==> src/rtl/reaction_timer_pkg.sv <==
// Shared types and constants for the reaction-timer game core: FSM states,
// the millisecond saturation limit and the LFSR feedback taps.
package reaction_timer_pkg;

  typedef enum logic [2:0] {
    IDLE,
    WAIT,
    GO,
    DONE,
    FOUL
  } rtState_t;

  localparam int          MS_W   = 13;
  localparam logic [12:0] MAX_MS = 13'd8191;

  // Fibonacci taps 16,14,13,11 expressed as bit positions 15,13,12,10.
  localparam logic [15:0] LFSR_TAPS = 16'hB400;

  function automatic logic [15:0] lfsrStep(input logic [15:0] cur);
    return {cur[14:0], ^(cur & LFSR_TAPS)};
  endfunction

endpackage

==> src/rtl/button_sync_edge.sv <==
// Two-flop synchronizer for an asynchronous button followed by a registered
// rising-edge detector producing a single-cycle press pulse.
module button_sync_edge (
  input  logic clk,
  input  logic resetN,
  input  logic rawIn,
  output logic pulse
);

  logic syncMeta;
  logic syncStable;
  logic syncLast;

  // NOTE: non-blocking assignments make every flop sample its pre-edge input;
  // blocking ones would collapse the synchronizer chain into a single stage.
  always_ff @(posedge clk or negedge resetN) begin
    if (!resetN) begin
      syncMeta   <= 1'b0;
      syncStable <= 1'b0;
      syncLast   <= 1'b0;
      pulse      <= 1'b0;
    end else begin
      syncMeta   <= rawIn;
      syncStable <= syncMeta;
      syncLast   <= syncStable;
      pulse      <= syncStable & ~syncLast;
    end
  end

endmodule

==> src/rtl/reaction_timer_core.sv <==
// Reaction-timer timing core: random wait, go LED, millisecond measurement,
// false-start and timeout flags. Define RT_BEST_TIME_EN to build the best-time tracker.
module reaction_timer_core
  import reaction_timer_pkg::*;
#(
  parameter int          CLK_HZ       = 100000000,
  parameter int          MIN_DELAY_MS = 1000,
  parameter logic [15:0] LFSR_SEED    = 16'hACE1
) (
  input  logic            clk,
  input  logic            resetN,
  input  logic            startButton,
  input  logic            reactButton,
  output logic            goLed,
  output logic [MS_W-1:0] timeToDisplay,
  output logic            resultValid,
  output logic            falseStart,
  output logic            timeout,
  output logic [MS_W-1:0] bestTime
);

  localparam int                TICK_DIV = (CLK_HZ / 1000 > 0) ? CLK_HZ / 1000 : 1;
  localparam int                PRE_W    = (TICK_DIV > 1) ? $clog2(TICK_DIV) : 1;
  localparam logic [PRE_W-1:0]  PRE_LAST = PRE_W'(TICK_DIV - 1);

  rtState_t        state;
  rtState_t        nextState;
  logic            startPulse;
  logic            reactPulse;
  logic [15:0]     lfsr;
  logic [PRE_W-1:0] prescale;
  logic            msTick;
  logic [MS_W-1:0] delayCount;
  logic            enterWait;
  logic            enterGo;
  logic            satHit;
  logic            goLedNext;
  logic            resultValidNext;
  logic            falseStartNext;
  logic            timeoutNext;

  button_sync_edge startSync (
    .clk    (clk),
    .resetN (resetN),
    .rawIn  (startButton),
    .pulse  (startPulse)
  );

  button_sync_edge reactSync (
    .clk    (clk),
    .resetN (resetN),
    .rawIn  (reactButton),
    .pulse  (reactPulse)
  );

  always_ff @(posedge clk or negedge resetN) begin
    if (!resetN) lfsr <= LFSR_SEED;
    else         lfsr <= lfsrStep(lfsr);
  end

  assign msTick    = (prescale == PRE_LAST);
  assign enterWait = (nextState == WAIT) && (state != WAIT);
  assign enterGo   = (nextState == GO) && (state != GO);
  // The tick that would carry the count to its ceiling ends the round as a timeout.
  assign satHit    = (state == GO) && !reactPulse && msTick &&
                     (timeToDisplay == MAX_MS - 13'd1);

  // State and output registers.
  always_ff @(posedge clk or negedge resetN) begin
    if (!resetN) begin
      state       <= IDLE;
      goLed       <= 1'b0;
      resultValid <= 1'b0;
      falseStart  <= 1'b0;
      timeout     <= 1'b0;
    end else begin
      state       <= nextState;
      goLed       <= goLedNext;
      resultValid <= resultValidNext;
      falseStart  <= falseStartNext;
      timeout     <= timeoutNext;
    end
  end

  // NOTE: nextState gets a default before the case so no path leaves it
  // unassigned, which would otherwise infer a latch.
  always_comb begin
    nextState = state;
    case (state)
      IDLE: if (startPulse) nextState = WAIT;
      WAIT: begin
        if (reactPulse)                             nextState = FOUL;
        else if (msTick && delayCount <= 13'd1)     nextState = GO;
      end
      GO: begin
        if (reactPulse || satHit) nextState = DONE;
      end
      DONE: if (startPulse) nextState = WAIT;
      FOUL: if (startPulse) nextState = WAIT;
      default: nextState = IDLE;
    endcase
  end

  // Outputs are decoded from the next state so they change on the same edge as the state.
  always_comb begin
    goLedNext       = (nextState == GO);
    resultValidNext = (nextState == DONE);
    falseStartNext  = (nextState == FOUL);
    timeoutNext     = (nextState == DONE) && ((state == DONE) ? timeout : satHit);
  end

  always_ff @(posedge clk or negedge resetN) begin
    if (!resetN) begin
      prescale      <= '0;
      delayCount    <= '0;
      timeToDisplay <= '0;
    end else begin
      if (enterWait || enterGo || msTick) prescale <= '0;
      else                                prescale <= prescale + PRE_W'(1);

      if (enterWait)
        delayCount <= 13'(MIN_DELAY_MS) + {2'b00, lfsr[10:0]};
      else if (state == WAIT && msTick && delayCount != '0)
        delayCount <= delayCount - 13'd1;

      // The displayed value is the live counter; it freezes once GO is left.
      if (enterWait || enterGo)
        timeToDisplay <= '0;
      else if (state == GO && !reactPulse && msTick && timeToDisplay != MAX_MS)
        timeToDisplay <= timeToDisplay + 13'd1;
    end
  end

`ifdef RT_BEST_TIME_EN
  logic bestValid;

  always_ff @(posedge clk or negedge resetN) begin
    if (!resetN) begin
      bestValid <= 1'b0;
      bestTime  <= '0;
    end else if (state == GO && reactPulse &&
                 (!bestValid || timeToDisplay < bestTime)) begin
      bestValid <= 1'b1;
      bestTime  <= timeToDisplay;
    end
  end
`else
  assign bestTime = '0;
`endif

endmodule
==> config.mk <==
export PLATFORM = sky130hd
export DESIGN_NAME = reaction_timer_core
export DESIGN_NICKNAME = d
export VERILOG_FILES = /design/src/rtl/reaction_timer_pkg.sv /design/src/rtl/button_sync_edge.sv /design/src/rtl/reaction_timer_core.sv
export SDC_FILE = /design/constraint.sdc
export NUM_CORES = 1
export LEC_CHECK = 0
export ABC_AREA = 1
export CAP_MARGIN = 20
export CORE_ASPECT_RATIO = 1.25
export CORE_MARGIN = 2
export CORE_UTILIZATION = 30
export CTS_BUF_LIST = sky130_fd_sc_hd__clkbuf_16
export DETAILED_ROUTE_END_ITERATION = 8
export GPL_TIMING_DRIVEN = 0
export HOLD_SLACK_MARGIN = 0.08
export MAX_ROUTING_LAYER = met4
export PLACE_DENSITY = 0.56
export SYNTH_ARGS = -nofsm -noshare
export SYNTH_HDL_FRONTEND = slang
export SYNTH_SLANG_ARGS = --single-unit
export TNS_END_PERCENT = 10
==> constraint.sdc <==
create_clock -name clk -period 3.9 [get_ports clk]
set_clock_uncertainty 0.05 [all_clocks]
set_input_delay 0.78 -clock clk [delete_from_list [all_inputs] [get_ports clk]]
set_output_delay 0.78 -clock clk [all_outputs]
set_load 0.02 [all_outputs]
### After elaboration in Yosys (flattened, before gate mapping)

Index checks and enable logic that the tools add are counted.
Widths: inputs -> output; s select.

* register bits: 74
* input bits: 4
* output and inout port bits: 30
* word-level logic and storage cells: 70

* add/sub/neg operators: 4
* order comparisons: 1
* eq/ne operators: 13
* multiplexer cells: 11
* bitwise logic cells: 4
* reductions and logical operators: 20

Operator list (number)
* $mux 13: 4
* $add 17x1->17 const B: 1
* $eq 17x17->1 const B: 1
* $mux 17: 1
* $reduce_xor 16->1: 1
* $add 13x1->13 const B: 1
* $eq 13x13->1 const B: 1
* $le 13x1->1 const B: 1
* $ne 13x13->1 const B: 1
* $reduce_bool 13->1: 1
* $sub 13x1->13 const B: 1
* $add 10x11->12 const A: 1
* $eq 3x2->1 const B: 4
* $mux 3: 4
* $logic_and 1x1->1: 10
* $pmux 3 s3: 1
* $eq 3x1->1 const B: 2
* $eq 3x3->1 const B: 2
* $reduce_bool 2->1: 2
* $logic_not 3->1: 1
* $logic_or 1x1->1: 3
* $ne 3x1->1 const B: 1
* $ne 3x2->1 const B: 1
* $reduce_or 3->1: 1
* 4 further kinds: 6

### Logic depth before layout (Yosys ltp)

Gate-level depths: netlist of run 1.

* depth after elaboration: 12
* mapped depth: 14
* depth with buffers taken out: 13

### Modules after synthesis

Synthesis of run 1 repeated with hierarchy kept, for this count alone.

* cells, all modules: 461
* area, all modules: 3977.6 µm²

Modules (own cells, without submodules)
* reaction_timer_core: instances 1, cells each 449, area each 3757.4 µm², seq. area each 1661.6 µm²
* button_sync_edge: instances 2, cells each 6, area each 110.1 µm², seq. area each 100.1 µm²

### Worst setup path before layout of run 1

No wires, ideal clock.

* kind: reg2reg
* from: register prescale[0]
* to: register delayCount[9]
* arrival: 1696 ps
* data required time: 3733 ps
* slack: 2037 ps
* cell stages (with the launch flop): 14
* path buffers: 1
* clock period less this slack: 1863 ps
* path through: dfrtp_1 -> ha_1 -> nand3_2 -> inv_1 -> nand3b_2 -> nor2_4 -> nand3_1 -> nand2_2 -> nand3_4 -> nand2_4 -> buf_4 -> o21ai_0 -> nand2_1 -> nand2_1

* longest elaborated chain between the ends: 9

Ends and longest elaborated chain
* start: declaration: RTL line reaction_timer_core.sv:31 `logic [PRE_W-1:0] prescale;`
* start signal: assignment: RTL line reaction_timer_core.sv:119 `else prescale <= prescale + PRE_W'(1);`
* $eq 17x17->1 (*): RTL line reaction_timer_core.sv:61 `assign msTick = (prescale == PRE_LAST);`
* $logic_and 1x1->1 (2 in a row): RTL line reaction_timer_core.sv:65 `assign satHit = (state == GO) && !reactPulse && msTick &&`
* $logic_or 1x1->1: RTL line reaction_timer_core.sv:96 `if (reactPulse || satHit) nextState = DONE;`
* $mux 3: RTL line reaction_timer_core.sv:96
* $pmux 3 s3 (*): RTL line reaction_timer_core.sv:89 `case (state)`
* named net nextState[0]: RTL line reaction_timer_core.sv:27 `rtState_t nextState;`
* $eq 3x1->1 (*): RTL line reaction_timer_core.sv:62 `assign enterWait = (nextState == WAIT) && (state != WAIT);`
* $logic_and 1x1->1 (*): RTL line reaction_timer_core.sv:62
* $mux 13 or $reduce_bool 2->1 (tied branches)
* end signal: assignment: RTL line reaction_timer_core.sv:122 `delayCount <= 13'(MIN_DELAY_MS) + {2'b00, lfsr[10:0]};`
* end signal: assignment: RTL line reaction_timer_core.sv:124 `delayCount <= delayCount - 13'd1;`
* end: declaration: RTL line reaction_timer_core.sv:33 `logic [MS_W-1:0] delayCount;`

The timed path passes the listed nets; every way through them passes the cells marked *.
A chain may end at the register's enable or synchronous reset.

### Worst setup path in the final report of run 1

* from: register timeToDisplay[1]
* to: output port timeToDisplay[1]

RTL lines
* start: declaration: RTL line reaction_timer_core.sv:15 `output logic [MS_W-1:0] timeToDisplay,`
* start signal: assignment: RTL line reaction_timer_core.sv:130 `timeToDisplay <= timeToDisplay + 13'd1;`

No word-level cell between the ends.

==> results of run 1 <==
==> path summary, 6_finish.rpt <==
check                                         from              endpoint
max in group asynchronous                   resetN               lfsr[7]
worst min-delay path            reactSync.syncMeta  reactSync.syncStable
worst max register to register         prescale[0]        delayCount[10]
worst min register to register  reactSync.syncMeta  reactSync.syncStable
min in group asynchronous                   resetN        delayCount[10]
worst max-delay path              timeToDisplay[1]      timeToDisplay[1]
==> sequential cells by signal, summed over array words and instances (netlist names), 3 cells and up <==
name / cells
state: 3
prescale: 17
delayCount: 13
lfsr: 16
timeToDisplay: 13
==> final cells by class <==
type	instances	area, sq um	area share (%)
Clock inverter	7	109	2.29
Multi-Input combinational cell	314	1770	37.2
Sequential cell	74	1860	39.1
Buffer	20	154	3.23
Tap cell	168	210	4.42
Inverter	56	210	4.42
Clock buffer	9	225	4.73
Timing Repair Buffer	21	218	4.58
==> Yosys cell counts, types with 2 or more instances <==
cell / number / area, sq um
xor2_1: 19 / 166
nor2_1: 50 / 188
nor3_2: 2 / 20.0
nor2_2: 2 / 12.5
o21bai_1: 3 / 22.5
buf_2: 3 / 15.0
nand2_1: 75 / 282
nand3_4: 2 / 35.0
inv_2: 7 / 26.3
nor4_1: 4 / 25.0
buf_4: 15 / 113
nand3_1: 50 / 250
nor2_4: 12 / 135
nand2_2: 3 / 18.8
nand4_1: 11 / 68.8
ha_1: 7 / 87.6
xnor2_1: 11 / 96.3
dfrtp_1: 66 / 1650
a21oi_1: 7 / 35.0
or2_2: 4 / 25.0
o21a_1: 2 / 15.0
nor3_1: 11 / 55.1
o21ai_0: 14 / 70.1
inv_1: 49 / 184
dfstp_2: 8 / 210
==> cells by family (layout without fill, tap and decap cells) <==
| group | after synthesis | in the layout | synth area share, % |
|---|---|---|---|
| compound gates | 31 | 31 | 4.46 |
| xor+xnor | 30 | 30 | 6.65 |
| fa+ha+maj | 7 | 7 | 2.22 |
| buf+inv | 76 | 113 | 9.21 |
| flops | 74 | 74 | 47.1 |
| other cells | 1 | 13 | 0.0949 |
| simple gates | 233 | 233 | 30.2 |
==> through the flow <==
stage / std cells / instance area, sq um / power (mW)
finish: 669 / 4760 / 2.34
global route: 669 / 4760 / 2.49
CTS: 669 / 4760 / 2.38
detailed placement: 653 / 4420 / 1.44
global placement: 652 / 4410 / 1.43
floorplan: 464 / 4000 / 1.31
==> routing by layer <==
| layer | GRT usage, % | wire length, microns |
|---|---|---|
| met1 | 14.6 | 3480 |
| met2 | 20.0 | 3920 |
| met3 | 2.72 | 270 |
| met4 | 5.92 | 148 |
| met5 | - | 0 |
==> cell usage in the layout (no fill, tap or decap), drive strengths merged <==
master         instances
clkinv                 2
nor3                  13
nor4                   4
o21ai                 15
clkbuf                 9
buf                   22
a21oi                  7
clkinvlp               1
inv                   57
a211oi                 1
nand2                 79
dfstp                  8
ha                     7
nand3                 53
clkdlybuf4s50         19
dfrtp                 66
nor2                  64
nand3b                 2
a31oi                  1
o31ai                  1
a21o                   1
or2                    5
bufinv                 3
xnor2                 11
o21a                   2
xor2                  19
o21bai                 3
nand4                 13
conb                  13
==> power by group through the flow <==
stage / combinational [mW] / clock (mW) / sequential [mW]
after detailed placement: 0.516 / 0 / 0.920
after global placement: 0.508 / 0 / 0.920
after CTS: 0.521 / 0.949 / 0.907
after global routing: 0.584 / 0.986 / 0.918
after floorplan: 0.404 / 0 / 0.909
final: 0.514 / 0.921 / 0.908
==> worst reg2reg max path, stage by stage, from the launching register on <==
cell and delay (ps):
dfrtp_1 370, ha_1 220, nand3_2 140, inv_1 110
nand3b_2 100, nor2_4 190, nand3_1 200, nand3_4 180
nand2_4 110, inv_2 80, buf_4 170, nand2_1 80
nand2_1 60, nand2_1 50
==> metrics, run 1 <==
Post-CTS Resized=0; ANT nets after route=0; H-Tree Depth=3; CTS max path bufs=2; ant diodes=0; Yosys cell types=40; number of CTS-inserted buffers=9; FP Rows=46; Synth Register Bits=74; via count=2999; worst hold margin=300 ps; critical path capture point type=output pin; period utilisation layout=57.5%; Synth Flop Type=dfrtp_1; Reg clk slew, reported paths=60 ps; TNS Setup=0 ps; Clk pwr share=between 30% and 40%; Crit path max-delay family=buffers and inverters; Root Buffer Master=clkbuf_16; Pre-antenna DRT Iters=5; Hold Buf Count CTS=0; GR Overflow Total=0; EDFF count, synth=0; RSZ-0062 raised after global routing=false; drt drc=0; synthesis-to-finish area growth=20.4%; Avg Inst Size Synth=8.74 sq um; Final Slew Violations=0; register area share after synthesis=47.1%; Worst Path Max Fanout=6; Starting Density=between 30 and 40%; worst-skew pair later-pin latency=around 330 ps; Critical Path AT=about 1400 ps; die height=~130 microns; CP startpoint kind=flip-flop; Internal=1.64 mW; CP Class=flip-flop to output pin; min-delay worst type=flip-flop to flip-flop; Pwr Density=492 mW/mm^2; Post-Route Utilization=37.2%; # IOs=34; NumNets Final=507; Net Sw Power=0.700 mW; run status=finished, final reports clean; Vias/cell=4.48; share of layout cells above drive strength 1=16.0%; cells after synthesis=452; Place WS=approximately 1700 ps; CP max stage delay=approximately 640 ps; final setup fails=0; max-cap viol count=0; Yosys warning total=0; FF-to-FF path depth=13; crit-path cells=clkdlybuf4s50_1; Comb pwr share=between 20% and 30%; Final Hold Vio Count=0; initial DRC count=108; VDD IR max=0.276 mV; post-CTS setup buffers=0; width of the chip=about 110 microns; die area=0.0141 sq mm; Post-Route WL=7.82 mm; global-route wire length before repair=13.8 mm; Leak=roughly 2.2 nW; Worst Path Buf+Inv=1; Min-Delay Path Depth=0; I/O Buffers=20; Mapped Area=between 0.003 and 0.004 sq mm; Avg WL per Cell=11.7 microns; largest net degree at the start of global routing=39; fmax=0.446 GHz; total track usage=12.4%; vias in the first global route=3070; Crit. path cell count=1; sequential power share=38.8%; antenna violations before repair=0; Core Area=0.0128 sq mm; reg-to-reg slack, setup=approximately 1700 ps; minimum clock period=between 2000 and 2500 ps; Sw Share=29.9%; Slowest-stage cell, CP=clkdlybuf4s50_1; fraction of registers with async set/reset=between 90% and 100%; CTS sink cnt=74; final setup margin=between 1500 and 2000 ps; filler cell count=1354; post-DP HPWL=between 5 and 6 mm; RePlAce Congestion=between 0.8 and 0.9; Worst Path Required=approximately 3000 ps; CTS tree=done
Power figures use the tool's default switching activity.
==> run 2, diff against run 1 <==
==> constraint.sdc (replaced) <==
create_clock -name clk -period 2.2 [get_ports clk]
set_clock_uncertainty 0.05 [all_clocks]
set_input_delay 0.44 -clock clk [delete_from_list [all_inputs] [get_ports clk]]
set_output_delay 0.44 -clock clk [all_outputs]
set_load 0.02 [all_outputs]
==> metrics, run 2 (synthesis results as in run 1) <==
largest register by flop count=prescale; total track usage=12.4%; CTS tree=done; fmax=0.484 GHz; Crit. Startpoint=prescale[0]; NumNets Final=512; GR Overflow Total=0; I/O Buffers=20; placed cells=roughly 650; H-Tree Depth=3; Leak=2.21 nW; synthesis-to-finish area growth=22.6%; filler cell count=1339; global-route wire length before repair=between 10 and 15 mm; VDD IR max=0.496 mV; M1 GR Usage=14.6%; RR Endpoint=delayCount[11]; CTS sink cnt=74; largest net degree at the start of global routing=39; max-cap viol count=0; Finished Layout Cells=674; FP Rows=46; share of layout cells above drive strength 1=17.4%; ant diodes=0; Worst Path Buf+Inv=3; Root Buffer Master=clkbuf_16; Post-Route WL=7.80 mm; width of the chip=107 microns; FF+latch area=0.00186 sq mm; Slowest-stage cell, CP=dfrtp_1; CTS max path bufs=2; CP max stage delay=410 ps; # IOs=34; die height=~130 microns; Starting Density=30.9%; crit-path cells=ha_4 > nand3_4 > inv_2 > nand3b_2 > nor2_4 > nand3_1 > nand2_2 > nand3_4 > nand2_8 > inv_2 > buf_4 > nand2_1 > nand3_1; leading registers by flop count=prescale x17, lfsr x16; CP startpoint kind=flip-flop; initial DRC count=96; Final Slew Violations=0; vias in the first global route=3087; Multi-input gate area=roughly 0.0018 sq mm; critical path capture point type=flip-flop; reg-to-reg slack, setup=about 130 ps; CP Class=flip-flop to flip-flop; Crit path max-delay family=simple AND/OR/NAND/NOR gates; most frequent cells in the layout=75 x nand2_1, 66 x dfrtp_1, 49 x inv_1, 49 x nor2_1, 49 x nand3_1; Worst Path Max Fanout=10; min-delay worst type=flip-flop to flip-flop; via count=3000; minimum clock period=just over 2000 ps; Worst Path Required=around 2400 ps; Critical Path AT=2230 ps; ANT nets after route=0; Vias/cell=4.45; Place WS=roughly 4.0 ps; number of CTS-inserted buffers=9; final instance area=0.00484 sq mm; final setup fails=0; Core Area=0.0128 sq mm; run status=finished, final reports clean; antenna violations before repair=0; FF-to-FF Start=prescale[0]; Pwr Density=871 mW/mm^2; final setup margin=134 ps; met2 Resource Use GR=20.1%; commonest non-fill, non-tap cell in the layout=nand2_1; Crit. path cell count=13; critical path endpoint=delayCount[11]; Most Used Layer, Global Route=met2; placed inst area=about 0.0044 sq mm; period utilisation layout=93.9%; max FFs per register=17; Avg WL per Cell=between 10 and 15 microns; die area=0.0141 sq mm; Reg clk slew, reported paths=around 60 ps; worst-skew pair later-pin latency=330 ps; Final Hold Vio Count=0; met3 Track Usage GR=roughly 2.7%; RePlAce Congestion=between 0.8 and 0.9; drt drc=0; Pre-antenna DRT Iters=4; FF-to-FF path depth=13; post-DP HPWL=5.70 mm
-- run 2: worst min-delay path by stage --
stage                       startpoint                   end  slack (ps)  cells after the start
finish              reactSync.syncMeta  reactSync.syncStable         300                      0
global route        reactSync.syncMeta  reactSync.syncStable         310                      0
CTS                 reactSync.syncMeta  reactSync.syncStable         300                      0
detailed placement  reactSync.syncMeta  reactSync.syncStable         290                      0
global placement    reactSync.syncMeta  reactSync.syncStable         290                      0
floorplan                       resetN         delayCount[0]          90                      0
-- run 2: routing by layer --
metal / vias to the layer above / share of wire, %
met5: - / 0
met4: 0 / 2.3
met3: 14 / 3.7
met2: 55 / 50
met1: 1401 / 44
li1: 1530 / -
-- run 2: timing repair --
item	in CTS	in global routing
setup endpoints to repair	9	35
pin swaps	0	2
hold buffers	1	0
setup buffers	0	4
gates resized for setup	1	8
hold endpoints to repair	31	0
-- run 2: area by class of cell --
class | count | share of cell area [%]
plain buffers | 20 | 3.25
clock buffers | 9 | 4.65
clock inverters | 7 | 2.25
inverters | 56 | 4.34
multi-input cells | 314 | 37.4
flip-flops and latches | 74 | 38.4
well taps | 168 | 4.34
repair buffers | 26 | 5.32
-- run 2: power breakdown --
group	internal (mW)	switching [mW]
clock network	1.10	0.540
registers	1.49	0.137
logic	0.359	0.597
total	2.94	1.27
-- run 2: through the flow --
step / util (%) / total power [mW] / hold WS (ps) / setup TNS [ps]
finish: 37.9 / 4.22 / 300 / 0
global route: 37.9 / 4.48 / 314 / -3.74
CTS: 37.4 / 4.22 / 305 / 0
detailed placement: 34.6 / 2.54 / 293 / 0
global placement: 34.5 / 2.53 / 290 / -136620
floorplan: - / 2.33 / 94.4 / 0
